File: src/rtl/fetch_pkg.sv
// Shared types and constants for the instruction-fetch stage.
package fetch_pkg;

  typedef enum logic [1:0] {
    IDLE,
    RUN,
    KILL,
    HOLD
  } fetch_state_t;

  localparam logic [31:0] NOP_INSTR = 32'h0000_0000;

  typedef struct packed {
    logic [31:0] instr;
    logic [31:0] pc4;
    logic        valid;
  } if_id_t;

  function automatic logic [31:0] wordAlign(input logic [31:0] addr);
    return addr & ~32'h0000_0003;
  endfunction

  // Wraps modulo 2^32 with no carry out.
  function automatic logic [31:0] pcPlus4(input logic [31:0] pc);
    return pc + 32'd4;
  endfunction

endpackage

File: src/rtl/fetch_if.sv
// Instruction-memory req/ack handshake between the fetch stage and memory.
interface fetch_if;

  logic        IMemReq;
  logic [31:0] IMemAddr;
  logic        IMemAck;
  logic [31:0] IMemData;

  modport master (
    output IMemReq,
    output IMemAddr,
    input  IMemAck,
    input  IMemData
  );

  modport slave (
    input  IMemReq,
    input  IMemAddr,
    output IMemAck,
    output IMemData
  );

endinterface

File: src/rtl/fetch_skid_buffer.sv
// One-entry {instr, pc4} holding register; Clear wins over Load.
module fetch_skid_buffer (
  input  logic        Clock,
  input  logic        Reset,
  input  logic        Load,
  input  logic        Clear,
  input  logic [31:0] InstrIn,
  input  logic [31:0] Pc4In,
  output logic [31:0] Instr,
  output logic [31:0] Pc4,
  output logic        Valid
);

  always_ff @(posedge Clock) begin
    if (Reset || Clear) begin
      Instr <= '0;
      Pc4   <= '0;
      Valid <= 1'b0;
    end else if (Load) begin
      Instr <= InstrIn;
      Pc4   <= Pc4In;
      Valid <= 1'b1;
    end
  end

endmodule

File: src/rtl/fetch_unit.sv
// Instruction-fetch stage: PC, memory handshake FSM, skid buffer and IF/ID register.
module fetch_unit #(
  parameter logic [31:0] RESET_PC  = 32'h0000_0000,
  parameter logic [31:0] NOP_INSTR = 32'h0000_0000
) (
  input  logic        Clock,
  input  logic        Reset,
  input  logic        Stall,
  input  logic        RedirectE,
  input  logic [31:0] RedirectPCE,
  fetch_if.master     IMem,
  output logic [31:0] InstrD,
  output logic [31:0] PCPlus4D,
  output logic        ValidD
);

  import fetch_pkg::*;

  localparam if_id_t BUBBLE = '{instr: NOP_INSTR, pc4: '0, valid: 1'b0};

  fetch_state_t state;
  logic [31:0]  pc;
  logic [31:0]  killAddr;
  if_id_t       ifId;

  logic         skidLoad;
  logic         skidClear;
  logic [31:0]  skidInstr;
  logic [31:0]  skidPc4;
  logic         skidValid;

  // The stale request's address must stay on the bus in KILL while pc already holds the target.
  assign IMem.IMemReq  = (state == RUN) || (state == KILL);
  assign IMem.IMemAddr = (state == KILL) ? killAddr : pc;

  assign InstrD   = ifId.instr;
  assign PCPlus4D = ifId.pc4;
  assign ValidD   = ifId.valid;

  always_comb begin
    skidLoad  = 1'b0;
    skidClear = 1'b0;
    if (!Reset) begin
      if (RedirectE) begin
        skidClear = 1'b1;
      end else if (state == RUN && Stall && IMem.IMemAck) begin
        skidLoad = 1'b1;
      end else if (state == HOLD && !Stall) begin
        skidClear = 1'b1;
      end
    end
  end

  fetch_skid_buffer u_skid (
    .Clock   (Clock),
    .Reset   (Reset),
    .Load    (skidLoad),
    .Clear   (skidClear),
    .InstrIn (IMem.IMemData),
    .Pc4In   (pcPlus4(pc)),
    .Instr   (skidInstr),
    .Pc4     (skidPc4),
    .Valid   (skidValid)
  );

  always_ff @(posedge Clock) begin
    if (Reset) begin
      state    <= IDLE;
      pc       <= RESET_PC;
      killAddr <= RESET_PC;
      ifId     <= BUBBLE;
    end else if (RedirectE) begin
      ifId <= BUBBLE;
      pc   <= wordAlign(RedirectPCE);
      if ((state == RUN || state == KILL) && !IMem.IMemAck) begin
        state <= KILL;
        if (state == RUN) begin
          killAddr <= pc;
        end
      end else begin
        state <= RUN;
      end
    end else begin
      case (state)
        IDLE: begin
          state <= RUN;
        end
        RUN: begin
          if (Stall) begin
            if (IMem.IMemAck) begin
              pc    <= pcPlus4(pc);
              state <= HOLD;
            end
          end else if (IMem.IMemAck) begin
            ifId <= '{instr: IMem.IMemData, pc4: pcPlus4(pc), valid: 1'b1};
            pc   <= pcPlus4(pc);
          end else begin
            ifId <= BUBBLE;
          end
        end
        KILL: begin
          if (!Stall) begin
            ifId <= BUBBLE;
          end
          if (IMem.IMemAck) begin
            state <= RUN;
          end
        end
        HOLD: begin
          if (!Stall) begin
            ifId  <= '{instr: skidInstr, pc4: skidPc4, valid: skidValid};
            state <= RUN;
          end
        end
        default: begin
          state <= IDLE;
        end
      endcase
    end
  end

endmodule
File: src/flat_wrapper.sv
// flat-port wrapper written by rule: the top's interface ports become plain ports
module fetch_unit_flat import fetch_pkg::*;
#(
  parameter logic [31:0] RESET_PC  = 32'h0000_0000,
  parameter logic [31:0] NOP_INSTR = 32'h0000_0000
)
  (Clock, Reset, Stall, RedirectE, RedirectPCE, InstrD, PCPlus4D, ValidD, IMem_IMemReq, IMem_IMemAddr, IMem_IMemAck, IMem_IMemData);
  fetch_if IMem_i ();
  input  logic Clock;
  input  logic Reset;
  input  logic Stall;
  input  logic RedirectE;
  input  logic [31:0] RedirectPCE;
  output logic [31:0] InstrD;
  output logic [31:0] PCPlus4D;
  output logic ValidD;
  output wire logic [$bits(IMem_i.IMemReq)-1:0] IMem_IMemReq;
  output wire logic [$bits(IMem_i.IMemAddr)-1:0] IMem_IMemAddr;
  input wire logic [$bits(IMem_i.IMemAck)-1:0] IMem_IMemAck;
  input wire logic [$bits(IMem_i.IMemData)-1:0] IMem_IMemData;
  assign IMem_IMemReq = IMem_i.IMemReq;
  assign IMem_IMemAddr = IMem_i.IMemAddr;
  assign IMem_i.IMemAck = IMem_IMemAck;
  assign IMem_i.IMemData = IMem_IMemData;
  fetch_unit #(.RESET_PC(RESET_PC), .NOP_INSTR(NOP_INSTR)) u_core (.Clock(Clock), .Reset(Reset), .Stall(Stall), .RedirectE(RedirectE), .RedirectPCE(RedirectPCE), .IMem(IMem_i), .InstrD(InstrD), .PCPlus4D(PCPlus4D), .ValidD(ValidD));
endmodule
File: config.mk
export PLATFORM = sky130hd
export DESIGN_NAME = fetch_unit_flat
export DESIGN_NICKNAME = d
export VERILOG_FILES = /design/src/rtl/fetch_pkg.sv /design/src/rtl/fetch_if.sv /design/src/rtl/fetch_skid_buffer.sv /design/src/rtl/fetch_unit.sv /design/src/flat_wrapper.sv
export SDC_FILE = /design/constraint.sdc
export NUM_CORES = 1
export LEC_CHECK = 0
export ABC_AREA = 1
export CAP_MARGIN = 20
export CORE_ASPECT_RATIO = 0.75
export CORE_MARGIN = 2
export CORE_UTILIZATION = 40
export DETAILED_ROUTE_END_ITERATION = 6
export GPL_ROUTABILITY_DRIVEN = 0
export SYNTH_ARGS = -nofsm -noshare
export SYNTH_HDL_FRONTEND = slang
export SYNTH_HIERARCHICAL = 1
export SYNTH_SLANG_ARGS = --single-unit
export TNS_END_PERCENT = 5
File: constraint.sdc
create_clock -name Clock -period 2.5 [get_ports Clock]
set_input_delay 0.625 -clock Clock [delete_from_list [all_inputs] [get_ports Clock]]
set_output_delay 0.625 -clock Clock [all_outputs]
set_load 0.01 [all_outputs]
* After elaboration in Yosys (flattened, before gate mapping)
Index checks and enable logic that the tools add are counted.
** Word-level totals
- Register bits after elaboration :: 196
- Input bits :: 69
- Output and inout bits :: 98
- Word-level logic and storage cells :: 61
** Cells by class
- Add/subtract/negate cells :: 1
- Equality and inequality tests :: 10
- Multiplexer cells :: 23
- Reduce and logical (&&, ||, !) cells :: 17
** Operators with widths (count)
- 65-bit 2-to-1 mux :: 4
- 65-bit one-hot mux with 3 select lines :: 1
- 32-bit 2-to-1 mux :: 4
- 32-bit by 3-bit adder with 32-bit output (second input constant) :: 1
- 2-bit 2-to-1 mux :: 6
- 3-bit != test (second input constant) :: 4
- 2-bit one-hot mux with 4 select lines :: 1
- 4-bit AND reduction :: 2
- 1-bit 2-to-1 mux :: 7
- 2-bit != test (second input constant) :: 3
- 2-bit equality test (second input constant) :: 2
- 1-bit logical AND :: 4
- 2-bit nonzero test :: 2
- 3-bit AND reduction :: 1
- 3-bit nonzero test :: 1
- 2-bit by 1-bit equality test with 1-bit output (second input constant) :: 1
- 1-bit zero test :: 2
- 2-bit zero test :: 1
- 1-bit logical OR :: 2
- 2-bit AND reduction :: 1
- 2-bit OR reduction :: 1

* Longest topological paths before layout
Gate-level depths: netlist (run 1).
- Word-level depth :: 7
- Gate-level depth with buffers :: 12
- Gate-level depth less buffers :: 12

* Modules after synthesis
Netlist (run 1), hierarchy kept.
** By module, submodules not included
- fetch_unit :: instances 1, cells each 907, area an instance 6373.6 µm², sequential area each 2542.4 µm²
- fetch_skid_buffer :: instances 1, cells each 408, area an instance 2655.0 µm², sequential area each 1301.2 µm²

* Least setup slack after synthesis (run 1)
Ideal clock, no wire load.
- Kind :: input port to flip-flop
- Start :: input port RedirectE
- End :: register u_core.u_skid.Instr[20]
- Setup time :: 0.113 ns
- Arrival :: 1.900 ns
- Required time :: 2.387 ns
- Setup slack :: 0.488 ns
- Stages on the path :: 9
- Path buffers :: 3
- Cell sequence :: clkbuf_1 nor2_1 inv_1 nor3_1 buf_2 buf_2 nand2_1 nand2_1 nor2_1
** Between the ends
- Elaborated cells on any way between the ends :: 5
- Classes of those cells :: 4 x mux; 1 x reduce/logical
** RTL lines
- start, declared :: RTL line flat_wrapper.sv:12 : input logic RedirectE;
- 1-bit 2-to-1 mux :: RTL line fetch_unit.sv:44 : if (RedirectE) begin
- 1-bit 2-to-1 mux :: RTL line fetch_unit.sv:43 : if (!Reset) begin
- via u_core.skidLoad :: RTL line fetch_unit.sv:26 : logic skidLoad;
- end signal, assigned :: RTL line fetch_skid_buffer.sv:20 : Instr <= InstrIn;
- end, declared :: RTL line fetch_skid_buffer.sv:9 : output logic [31:0] Instr,
The timed path passes the listed nets, and every way through them passes these cells.
A chain may end at the register's enable or synchronous reset.

* Worst setup path in the final report (run 1)
- Start :: register u_core.state[0]
- End :: output port IMem_IMemAddr[8]
** Between the ends
- Word-level cells in the longest chain between the ends :: 2
** Ends and longest elaborated chain
- start, declared :: RTL line fetch_unit.sv:21 : fetch_state_t state;
- start signal, assigned :: RTL line fetch_unit.sv:68 : state <= IDLE;
- start signal, assigned :: RTL line fetch_unit.sv:76 : state <= KILL;
- start signal, assigned :: RTL line fetch_unit.sv:81 : state <= RUN;
- 2-bit equality test :: RTL line fetch_unit.sv:34 : assign IMem.IMemAddr = (state == KILL) ? killAddr : pc;
- 32-bit 2-to-1 mux :: RTL line fetch_unit.sv:34
- end, declared :: RTL line flat_wrapper.sv:18 : output wire logic [$bits(IMem_i.IMemAddr)-1:0] IMem_IMemAddr;
No other way between the ends.

==> results by group, run 1 <==
Yosys
  – Post-synth top area share: 0.4257
  – Top cells by area, synth: dfxtp_1 43%, nand2_1 14%, a21oi_1 8.1%
  – Synth top cells by count: 328 x nand2_1, 192 x dfxtp_1, 166 x nor2_1
  – Cell taking the most area after synthesis: dfxtp_1
  – Synth Area in Adders: 0.005543
  – Synth Register Bits: 192
  – Asr flop ratio synth: 0
  – Post-synthesis xor/xnor area fraction: 0.02120
  – Register area share after synthesis: 0.4257
  – Main synth FF type: dfxtp_1
  – Synth Area in Simple Gates: 0.2482
  – Multiplexer share of the synthesized area: 0
  – Yosys cell types: 31
  – Syn Inst Count: 1315
  – Synth Warn #: 6
  – Number of synthesized flops with an enable pin: 0
  – Post-Syn Area: 9029 um^2
  – Syn Area/Cell: 6.866 um^2
  – Most frequent cell after synthesis: nand2_1
  – Post-synthesis compound-gate area fraction: 0.1986
  – Combinational family with the most area after synthesis: simple AND/OR/NAND/NOR gates

Worst setup path
  – CP max FO: 13
  – Crit path required time: 1880 ps
  – Crit-path cells: inv_1, ha_2, buf_4, o21ai_0, dlygate4sd2_1
  – CP Class: reg -> out
  – CP bufs+invs: 3
  – CP arrival: 1760 ps
  – CP delay by family, top: buffers and inverters
  – CP Capture Type: primary output
  – Slowest cell on the critical path: dfxtp_2
  – Critical Path Max Stage Delay: 360 ps
  – Crit start category: register

Status
  – Status: completed

Clock tree
  – Clock transition at path regs: 80 ps
  – CTS Buf Count: 17
  – H-tree Lvls: 4
  – CTS tree: yes
  – CTS root buffer: clkbuf_16
  – Worst skew pair latency: 430 ps
  – Clock Tree Buf Depth: 2
  – Clock sink total: 192

Power
  – Comb power frac: 0.208
  – Pwr dens: 668.8 nW/um^2
  – Sequential Power Share: 0.434
  – P_leak: 4.746 nW
  – Peak supply drop: 419.4 uV
  – Switch Pwr: 2.408 mW
  – Cell-internal power: 5.381 mW
  – Sw Ratio: 0.3091
  – Clk pwr share: 0.357

Drt
  – Drt drc: 0
  – Via count: 8518
  – Routed len/inst: 14.15 um
  – Initial DRC count: 605
  – Detailed-router iteration count before antenna repair: 5
  – Antenna-violating nets left: 0
  – Number of vias per cell: 4.843
  – Final wirelength: 24.89 mm

Place
  – Port Buffer Count: 162
  – DP Wirelength: 16.91 mm
  – Dpl cells: 1727

STA
  – Final hold vios: 0
  – Slew Limit Headroom: 0.5757
  – Final Max Tran Viols: 0
  – FMAX: 419.7 MHz
  – Worst Skew: 11.40 ps
  – Setup TNS: 0 ps
  – Worst-Margin Slew: 636.5 ps
  – Min Tclk post-route: 2382 ps
  – Tcrit/Tclk final: 0.9530
  – Unrepaired setup endpoints after global routing: no
  – Setup Viol. Count Final: 0

Layout
  – Fin cells: 1759
  – Layout fillers: 2188
  – Area of the multi-input gates: 4318 um^2
  – # diodes: 0
  – Nets: 1525
  – Post-Route Utilization: 0.5267
  – Register area: 3845 um^2
  – Layout cells sized above 1: 0.07440
  – Synthesis-to-finish area growth: 28.99%

Floorplanning
  – Die H: 134.1 um
  – Ports: 167
  – Die Area: 23800 um^2
  – Initial Utilization: 0.4083
  – Die width: 177.5 um
  – Rows: 47
  – Core footprint: 22110 um^2

Worst hold path
  – Hold Path Class: reg -> reg

GRT
  – Maximum number of pins on one net before global-route repair: 66
  – Initial antenna violation count: 0
  – First-pass GRT wire length: 40.23 mm
  – Total GRT Usage: 0.2116
  – Vias in the first global route: 7722
  – Overflow after GRT: 0

Run
  – Max-Cap Viols: 0
## registers in the layout, summed over array words and instances (netlist names)
register / cells
u_core/ValidD: 1
u_core/u_skid/Valid: 1
u_core/InstrD: 32
u_core/state: 2
u_core/u_skid/Pc4: 32
u_core/pc: 30
u_core/PCPlus4D: 32
u_core/u_skid/Instr: 32
u_core/killAddr: 30
## path summary, 6_finish.rpt
path                            depth (start not counted)                     to  slack [ps]           startpoint
worst min-delay path                                    1    u_core/u_skid/Valid         460  u_core/u_skid/Valid
worst max-delay path                                    5       IMem_IMemAddr[8]         120      u_core/state[0]
worst max register to register                         11  u_core/u_skid/Pc4[22]         600         u_core/pc[3]
worst min register to register                          1    u_core/u_skid/Valid         460  u_core/u_skid/Valid
## cells by family (layout without fill, tap and decap cells)
group | Yosys count | after routing
flops | 192 | 192
fa+ha+maj | 4 | 4
compound gates | 337 | 337
xor+xnor | 15 | 15
simple gates | 546 | 546
buf+inv | 220 | 367
other cells | 1 | 4
## cells in the final DEF, fill, tap and decap left out, drive strengths merged, types with 4 or more instances in the layout
cell           instances
nand2                337
dfxtp                192
nor2                 177
a21oi                146
inv                  146
o21ai                145
clkdlybuf4s50        132
buf                   36
a22oi                 35
dlygate4sd2           29
nand3                 26
clkbuf                17
xor2                  14
a31oi                  8
and2                   4
conb                   4
clkinv                 4
ha                     4
## final cells by class
cell class              instances  area share
multi-input cells             906      0.3708
flip-flops and latches        192      0.3301
repair buffers                198      0.1724
inverters                     137     0.04416
clock buffers                  17     0.03653
well taps                     294     0.03159
clock inverters                15     0.01440
## per-stage QoR
stage          power [mW]  setup slack, ps  hold WS [ps]  cell area, um^2
2_1_floorplan       4.310            487.6         428.0             9040
3_3_place_gp        5.092            166.2         438.1            11090
3_5_place_dp        5.103            158.2         442.4            11090
4_1_cts             7.865           -147.8         464.3            11640
5_1_grt             8.193            13.82         486.4            11650
6_report            7.788            117.5         462.0            11650
## layer usage
metal / up-vias / GRT usage / routed length [um]
met2: 196 / 0.3232 / 10870
li1: 4452 / - / -
met5: - / 0 / 0
met1: 3860 / 0.3160 / 12560
met3: 10 / 0.03628 / 1320
met4: 0 / 0.03461 / 138
## power groups by stage
stage	combinational (mW)	sequential (mW)	clock, mW
detailed placement	1.65	3.45	0
floorplan	0.835	3.47	0
global placement	1.64	3.45	0
global route	1.80	3.41	2.99
CTS	1.64	3.38	2.85
finish	1.62	3.38	2.78
## repair_timing
action / in CTS / in global routing
endpoints found under the hold margin: 0 / 0
endpoints found under the setup margin: 30 / 1
resized for setup: 32 / 1
hold buffers: 0 / 0
setup buffers: 0 / 0
gates cloned: 0 / 0
## worst reg2reg max path, cell delays in order (launching register included)
cell,delay (ps)
dfxtp_1,430
ha_1,240
nand2_2,80
nor2_4,210
nand2_4,140
nor2_8,200
nand3_1,140
and2_1,180
inv_1,40
nand2_1,40
nand2_1,60
nor2_1,40
(Power assumes the default switching activity.)
==> run 2, diff against run 1 <==
--- a/config.mk
+++ b/config.mk
@@ -12,6 +12,8 @@
 export CORE_UTILIZATION = 40
 export DETAILED_ROUTE_END_ITERATION = 6
 export GPL_ROUTABILITY_DRIVEN = 0
+export HOLD_SLACK_MARGIN = 0.08
+export RECOVER_POWER = 50
 export SYNTH_ARGS = -nofsm -noshare
 export SYNTH_HDL_FRONTEND = slang
 export SYNTH_HIERARCHICAL = 1
==> run 2 against run 1 <==
Sequential share of layout area up 0.22 points. Clock skew increased by 0.64 ps. Via count up 0.33%. Non-clock buffer count did not move. Cell area is 0.66% lower. Hold slack is essentially flat. First-iteration DRC count is 1.3% higher. Routed wire length about the same. Flip-flop and latch count is the same. Combinational power down 3%. Critical endpoint unchanged.
==> results by group, run 2 (same netlist as run 1, synthesis figures left out) <==
Status
  – Status: completed (unchanged)

Power
  – Pwr dens: 668.7 nW/um^2 (was 668.8 nW/um^2)
  – Sequential Power Share: 0.437 (was 0.434)
  – Switch Pwr: 2.401 mW (was 2.408 mW)
  – P_leak: 4.791 nW (was 4.746 nW)
  – Peak supply drop: 418.2 uV (was 419.4 uV)
  – Cell-internal power: 5.336 mW (was 5.381 mW)
  – Sw Ratio: 0.3103 (was 0.3091)
  – Overall power: 7.737 mW (was 7.788 mW)
  – Clk pwr share: 0.360 (was 0.357)
  – Comb power frac: 0.203 (was 0.208)

Worst hold path
  – Hold path depth: 1 (unchanged)
  – Hold Path Class: reg -> reg (unchanged)
  – Hold path start: u_core/u_skid/Valid (unchanged)

Clock tree
  – Worst skew pair latency: 430 ps (about the same)
  – Clock transition at path regs: 80 ps (about the same)
  – Post-CTS Setup Repair Bufs: 0 (unchanged)
  – H-tree Lvls: 4 (unchanged)
  – CTS Buf Count: 17 (unchanged)
  – Clock Tree Buf Depth: 2 (unchanged)
  – CTS tree: yes (unchanged)
  – CTS root buffer: clkbuf_16 (unchanged)
  – Hold buffer count at cts: 0 (unchanged)
  – Clock sink total: 192 (unchanged)

Worst setup path
  – Critical Path Max Stage Delay: 360 ps (about the same)
  – CP Class: reg -> out (unchanged)
  – Cell count of the worst reg-to-reg path: 9 (was 11)
  – Crit-path cells: inv_1, ha_2, buf_4, o21ai_0, dlygate4sd2_1 (unchanged)
  – CP arrival: 1750 ps (was 1760 ps)
  – CP max FO: 13 (unchanged)
  – Crit. Startpoint: u_core/state[0] (unchanged)
  – Reg2Reg Launch Point: u_core/state[0] (was u_core/pc[3])
  – Crit path required time: 1880 ps (about the same)
  – Crit start category: register (unchanged)
  – CP Capture Type: primary output (unchanged)
  – Slowest cell on the critical path: dfxtp_2 (unchanged)

GRT
  – Vias in the first global route: 7722 (unchanged)
  – Maximum number of pins on one net before global-route repair: 66 (unchanged)
  – Overflow after GRT: 0 (unchanged)
  – First-pass GRT wire length: 40.23 mm (unchanged)
  – Initial antenna violation count: 0 (unchanged)
  – Total GRT Usage: 0.2116 (unchanged)

Place
  – Port Buffer Count: 162 (unchanged)
  – DP Wirelength: 16.91 mm (unchanged)
  – Placement Cell Area: 11090 um^2 (unchanged)

STA
  – Worst-Margin Slew: 892.7 ps (was 636.5 ps)
  – Worst Skew: 12.04 ps (was 11.40 ps)
  – FMAX: 420.7 MHz (was 419.7 MHz)
  – Final Max Tran Viols: 0 (unchanged)
  – Setup Viol. Count Final: 0 (unchanged)
  – Tcrit/Tclk final: 0.9508 (was 0.9530)
  – Min Tclk post-route: 2377 ps (was 2382 ps)
  – Slew Limit Headroom: 0.4048 (was 0.5757)
  – Final hold vios: 0 (unchanged)
  – Unrepaired setup endpoints after global routing: no (unchanged)

Drt
  – Routed len/inst: 14.14 um (was 14.15 um)
  – Antenna-violating nets left: 0 (unchanged)
  – Initial DRC count: 613 (was 605)
  – Final wirelength: 24.88 mm (was 24.89 mm)
  – Number of vias per cell: 4.858 (was 4.843)
  – Detailed-router iteration count before antenna repair: 5 (unchanged)
  – Via count: 8546 (was 8518)
  – Drt drc: 0 (unchanged)

Floorplanning
  – Core footprint: 22110 um^2 (unchanged)
  – Die Area: 23800 um^2 (unchanged)
  – Rows: 47 (unchanged)
  – Die width: 177.5 um (unchanged)
  – Initial Utilization: 0.4083 (unchanged)
  – Die H: 134.1 um (unchanged)
  – Ports: 167 (unchanged)

Layout
  – Layout cells sized above 1: 0.07099 (was 0.07440)
  – Post-Route Utilization: 0.5233 (was 0.5267)
  – Synthesis-to-finish area growth: 28.15% (was 28.99%)
  – Most frequent cells in the layout: 329 x nand2_1, 191 x dfxtp_1, 164 x nor2_1 (was 328 x nand2_1, 191 x dfxtp_1, 163 x nor2_1)
  – Nets: 1525 (unchanged)
  – Fin area: 11570 um^2 (was 11650 um^2)
  – # diodes: 0 (unchanged)
  – Commonest non-fill, non-tap cell in the layout: nand2_1 (unchanged)

Run
  – Max-Cap Viols: 0 (unchanged)
==> run 2: metal layers <==
metal  up-vias  wire length, um  GRT usage
met2       186            10840     0.3232
met4         0              142    0.03461
met5         -                0          0
met1      3893            12560     0.3160
li1       4455                -          -
met3        12             1339    0.03628
==> run 2: worst max-delay path: cells and delay by family (launching register included) <==
| family | cells | cell delay [ps] |
|---|---|---|
| AOI/OAI and AO/OA | 1 | 220 |
| adders and majority gates | 1 | 220 |
| buffers and inverters | 3 | 540 |
| DFF | 1 | 360 |
==> run 2: area by class of cell <==
type / instances / area, um^2
clock buffer: 17 / 425.4
multi-input combinational: 906 / 4305
sequential: 192 / 3845
clock inverter: 15 / 167.7
timing repair buffer: 198 / 1944
tap: 294 / 367.9
inverter: 137 / 514.2
fill: 2201 / 10540
==> run 2: per-stage QoR <==
step	hold WS, ps	std cells	setup TNS, ps	worst slack, ps
finish	462.1	1759	0	123.0
global route	486.4	1759	0	15.44
CTS	464.3	1759	-147.8	-147.8
detailed placement	442.4	1727	0	158.2
global placement	438.1	1727	0	166.2
floorplan	428.0	1318	0	487.6
==> run 2: repair_timing <==
| item | 4_1_cts | 5_1_grt |
|---|---|---|
| cloned | 0 | 0 |
| setup endpoints to repair | 30 | 1 |
| gates resized for setup | 32 | 1 |
==> run 2: power by group through the flow <==
| stage | clock, mW | combinational, mW | sequential [mW] |
|---|---|---|---|
| 2_1_floorplan | 0 | 0.835 | 3.47 |
| 3_5_place_dp | 0 | 1.65 | 3.45 |
| 4_1_cts | 2.85 | 1.64 | 3.38 |
| 3_3_place_gp | 0 | 1.64 | 3.45 |
| 5_1_grt | 2.99 | 1.75 | 3.41 |
| 6_report | 2.78 | 1.57 | 3.38 |
==> run 2: worst paths after layout <==
| check | to | slack, ps |
|---|---|---|
| setup / recovery | IMem_IMemAddr[8] | 120 |
| hold / removal | u_core/u_skid/Valid | 460 |
| setup reg to reg | u_core/PCPlus4D[0] | 340 |
| hold reg to reg | u_core/u_skid/Valid | 460 |
==> run 3, diff against run 2 <==
--- a/config.mk
+++ b/config.mk
@@ -7,9 +7,10 @@
 export LEC_CHECK = 0
 export ABC_AREA = 1
 export CAP_MARGIN = 20
-export CORE_ASPECT_RATIO = 0.75
+export CORE_ASPECT_RATIO = 1.4
 export CORE_MARGIN = 2
 export CORE_UTILIZATION = 40
+export CTS_CLUSTER_DIAMETER = 200
 export DETAILED_ROUTE_END_ITERATION = 6
 export GPL_ROUTABILITY_DRIVEN = 0
 export HOLD_SLACK_MARGIN = 0.08
==> run 3 against run 2 <==
Utilization shrank 0.90 points. Sequential power barely moved. First-iteration DRC count down 32%. Sequential share of layout area rose by 0.20 points. Clock power is 5% lower. Cell area decreased by 0.58%. Critical path type unchanged. Largest cell class unchanged. Largest power group unchanged. Highest routed layer unchanged.
==> results by group, run 3 (same netlist as run 1, synthesis figures left out) <==
Status
  – Status: completed (unchanged)

STA
  – Tcrit/Tclk final: 0.9705 (was 0.9508)
  – Worst-Margin Slew: 735.0 ps (was 892.7 ps)
  – Worst Skew: 10.29 ps (was 12.04 ps)
  – FMAX: 412.2 MHz (was 420.7 MHz)
  – Final Max Tran Viols: 0 (unchanged)
  – Slew Limit Headroom: 0.5100 (was 0.4048)
  – Final hold vios: 0 (unchanged)
  – Setup WS post-layout: 73.81 ps (was 123.0 ps)
  – Min Tclk post-route: 2426 ps (was 2377 ps)
  – Setup TNS: 0 ps (unchanged)
  – WHS: 461.8 ps (was 462.1 ps)
  – Setup Viol. Count Final: 0 (unchanged)
  – Unrepaired setup endpoints after global routing: yes (was no)

Drt
  – Initial DRC count: 418 (was 613)
  – Number of vias per cell: 4.838 (was 4.858)
  – Antenna-violating nets left: 0 (unchanged)
  – Routed len/inst: 13.90 um (was 14.14 um)
  – Detailed-router iteration count before antenna repair: 5 (unchanged)
  – Final wirelength: 24.40 mm (was 24.88 mm)
  – Via count: 8496 (was 8546)
  – Drt drc: 0 (unchanged)

Layout
  – Post-Route Utilization: 0.5143 (was 0.5233)
  – Most frequent cells in the layout: 329 x nand2_1, 191 x dfxtp_1, 164 x nor2_1 (unchanged)
  – Fin cells: 1756 (was 1759)
  – Layout cells sized above 1: 0.06392 (was 0.07099)
  – Fin area: 11500 um^2 (was 11570 um^2)
  – Synthesis-to-finish area growth: 27.40% (was 28.15%)
  – Commonest non-fill, non-tap cell in the layout: nand2_1 (unchanged)
  – Nets: 1516 (was 1525)
  – # diodes: 0 (unchanged)

Worst setup path
  – Crit start category: register (unchanged)
  – Critical Path Max Stage Delay: 560 ps (was 360 ps)
  – CP arrival: 1800 ps (was 1750 ps)
  – CP Class: reg -> out (unchanged)
  – CP Capture Type: primary output (unchanged)
  – CP max FO: 7 (was 13)
  – CP delay by family, top: buffers and inverters (unchanged)
  – Crit path required time: 1880 ps (about the same)
  – Crit-path cells: inv_1, ha_4, o21ai_1, clkdlybuf4s50_1 (was inv_1, ha_2, buf_4, o21ai_0, dlygate4sd2_1)
  – CP bufs+invs: 2 (was 3)
  – Slowest cell on the critical path: clkdlybuf4s50_1 (was dfxtp_2)

Power
  – Sequential Power Share: 0.448 (was 0.437)
  – Peak supply drop: 453.2 uV (was 418.2 uV)
  – Switch Pwr: 2.216 mW (was 2.401 mW)
  – P_leak: 4.818 nW (was 4.791 nW)
  – Clk pwr share: 0.347 (was 0.360)
  – Overall power: 7.556 mW (was 7.737 mW)
  – Comb power frac: 0.205 (was 0.203)
  – Pwr dens: 656.9 nW/um^2 (was 668.7 nW/um^2)
  – Cell-internal power: 5.340 mW (was 5.336 mW)
  – Sw Ratio: 0.2932 (was 0.3103)

GRT
  – Total GRT Usage: 0.2099 (was 0.2116)
  – Vias in the first global route: 7909 (was 7722)
  – First-pass GRT wire length: 39.74 mm (was 40.23 mm)
  – Maximum number of pins on one net before global-route repair: 66 (unchanged)
  – Overflow after GRT: 0 (unchanged)
  – Initial antenna violation count: 0 (unchanged)

Floorplanning
  – Die Area: 23810 um^2 (was 23800 um^2)
  – Core footprint: 22370 um^2 (was 22110 um^2)
  – Ports: 167 (unchanged)
  – Die width: 131.0 um (was 177.5 um)
  – Rows: 65 (was 47)
  – Initial Utilization: 0.4037 (was 0.4083)
  – Die H: 181.8 um (was 134.1 um)

Run
  – Max-Cap Viols: 0 (unchanged)

Clock tree
  – Worst skew pair latency: 430 ps (about the same)
  – Hold buffer count at cts: 0 (unchanged)
  – Clock Tree Buf Depth: 2 (unchanged)
  – Clock transition at path regs: 70 ps (was 80 ps)
  – CTS tree: yes (unchanged)
  – Post-CTS Setup Repair Bufs: 0 (unchanged)
  – H-tree Lvls: 4 (unchanged)
  – CTS root buffer: clkbuf_16 (unchanged)
  – CTS Buf Count: 17 (unchanged)
  – Clock sink total: 192 (unchanged)

Place
  – DP Wirelength: 16.68 mm (was 16.91 mm)
  – Dpl cells: 1725 (was 1727)
  – Port Buffer Count: 162 (unchanged)
  – Placement Cell Area: 11010 um^2 (was 11090 um^2)
  – Pre-CTS WS: 80.60 ps (was 158.2 ps)

Worst hold path
  – Hold Path Class: reg -> reg (unchanged)
-- run 3: cell types whose count changed in the layout (fill, tap and decap cells not counted), sizes merged --
cell / before / now
dlygate4sd3: 22 / 60
clkdlybuf4s50: 110 / 74
inv: 146 / 137
dlygate4sd2: 29 / 23
buf: 28 / 23
clkbuf: 25 / 29
clkdlybuf4s15: 0 / 2
clkinvlp: 1 / 3
-- run 3: final timing paths --
check	start	end	slack, ps	depth (start not counted)
worst min register to register	u_core/u_skid/Valid	u_core/u_skid/Valid	460	1
worst min-delay path	u_core/u_skid/Valid	u_core/u_skid/Valid	460	1
worst max register to register	u_core/state[1]	u_core/PCPlus4D[7]	350	9
worst max-delay path	u_core/state[0]	IMem_IMemAddr[8]	70	4
-- run 3: cell type report --
class / count / area (um^2)
Multi-Input combinational cell: 906 / 4323
Tap cell: 301 / 376.6
Inverter: 137 / 514.2
Clock buffer: 23 / 478.0
Fill cell: 2267 / 10860
Clock inverter: 8 / 80.08
Sequential cell: 192 / 3845
Timing Repair Buffer: 189 / 1886
-- run 3: worst reg2reg max path, cell delays in order, from the launching register on --
cell and delay [ps]:
dfxtp_1 400, inv_1 80, ha_1 260, o21ai_0 170, nand3_1 100, nand2_1 230, clkinv_1 130, clkbuf_1 340
a21oi_1 240, a21oi_1 80
-- run 3: what timing repair did --
item	in CTS	in global routing
endpoints found under the setup margin	30	7
gates resized for setup	31	11
cloned	0	0
-- run 3: power groups by stage --
stage | clock (mW) | sequential [mW] | combinational (mW)
after global routing | 2.84 | 3.41 | 1.73
after detailed placement | 0 | 3.45 | 1.63
final | 2.63 | 3.38 | 1.55
after global placement | 0 | 3.45 | 1.63
after floorplan | 0 | 3.47 | 0.835
after CTS | 2.70 | 3.39 | 1.62
-- run 3: layer usage --
layer	GRT usage	share of wire	vias to the layer above
li1	-	-	4434
met4	0.06681	0.017	0
met3	0.03506	0.039	16
met2	0.3540	0.49	186
met1	0.2707	0.46	3860
met5	0	0	-
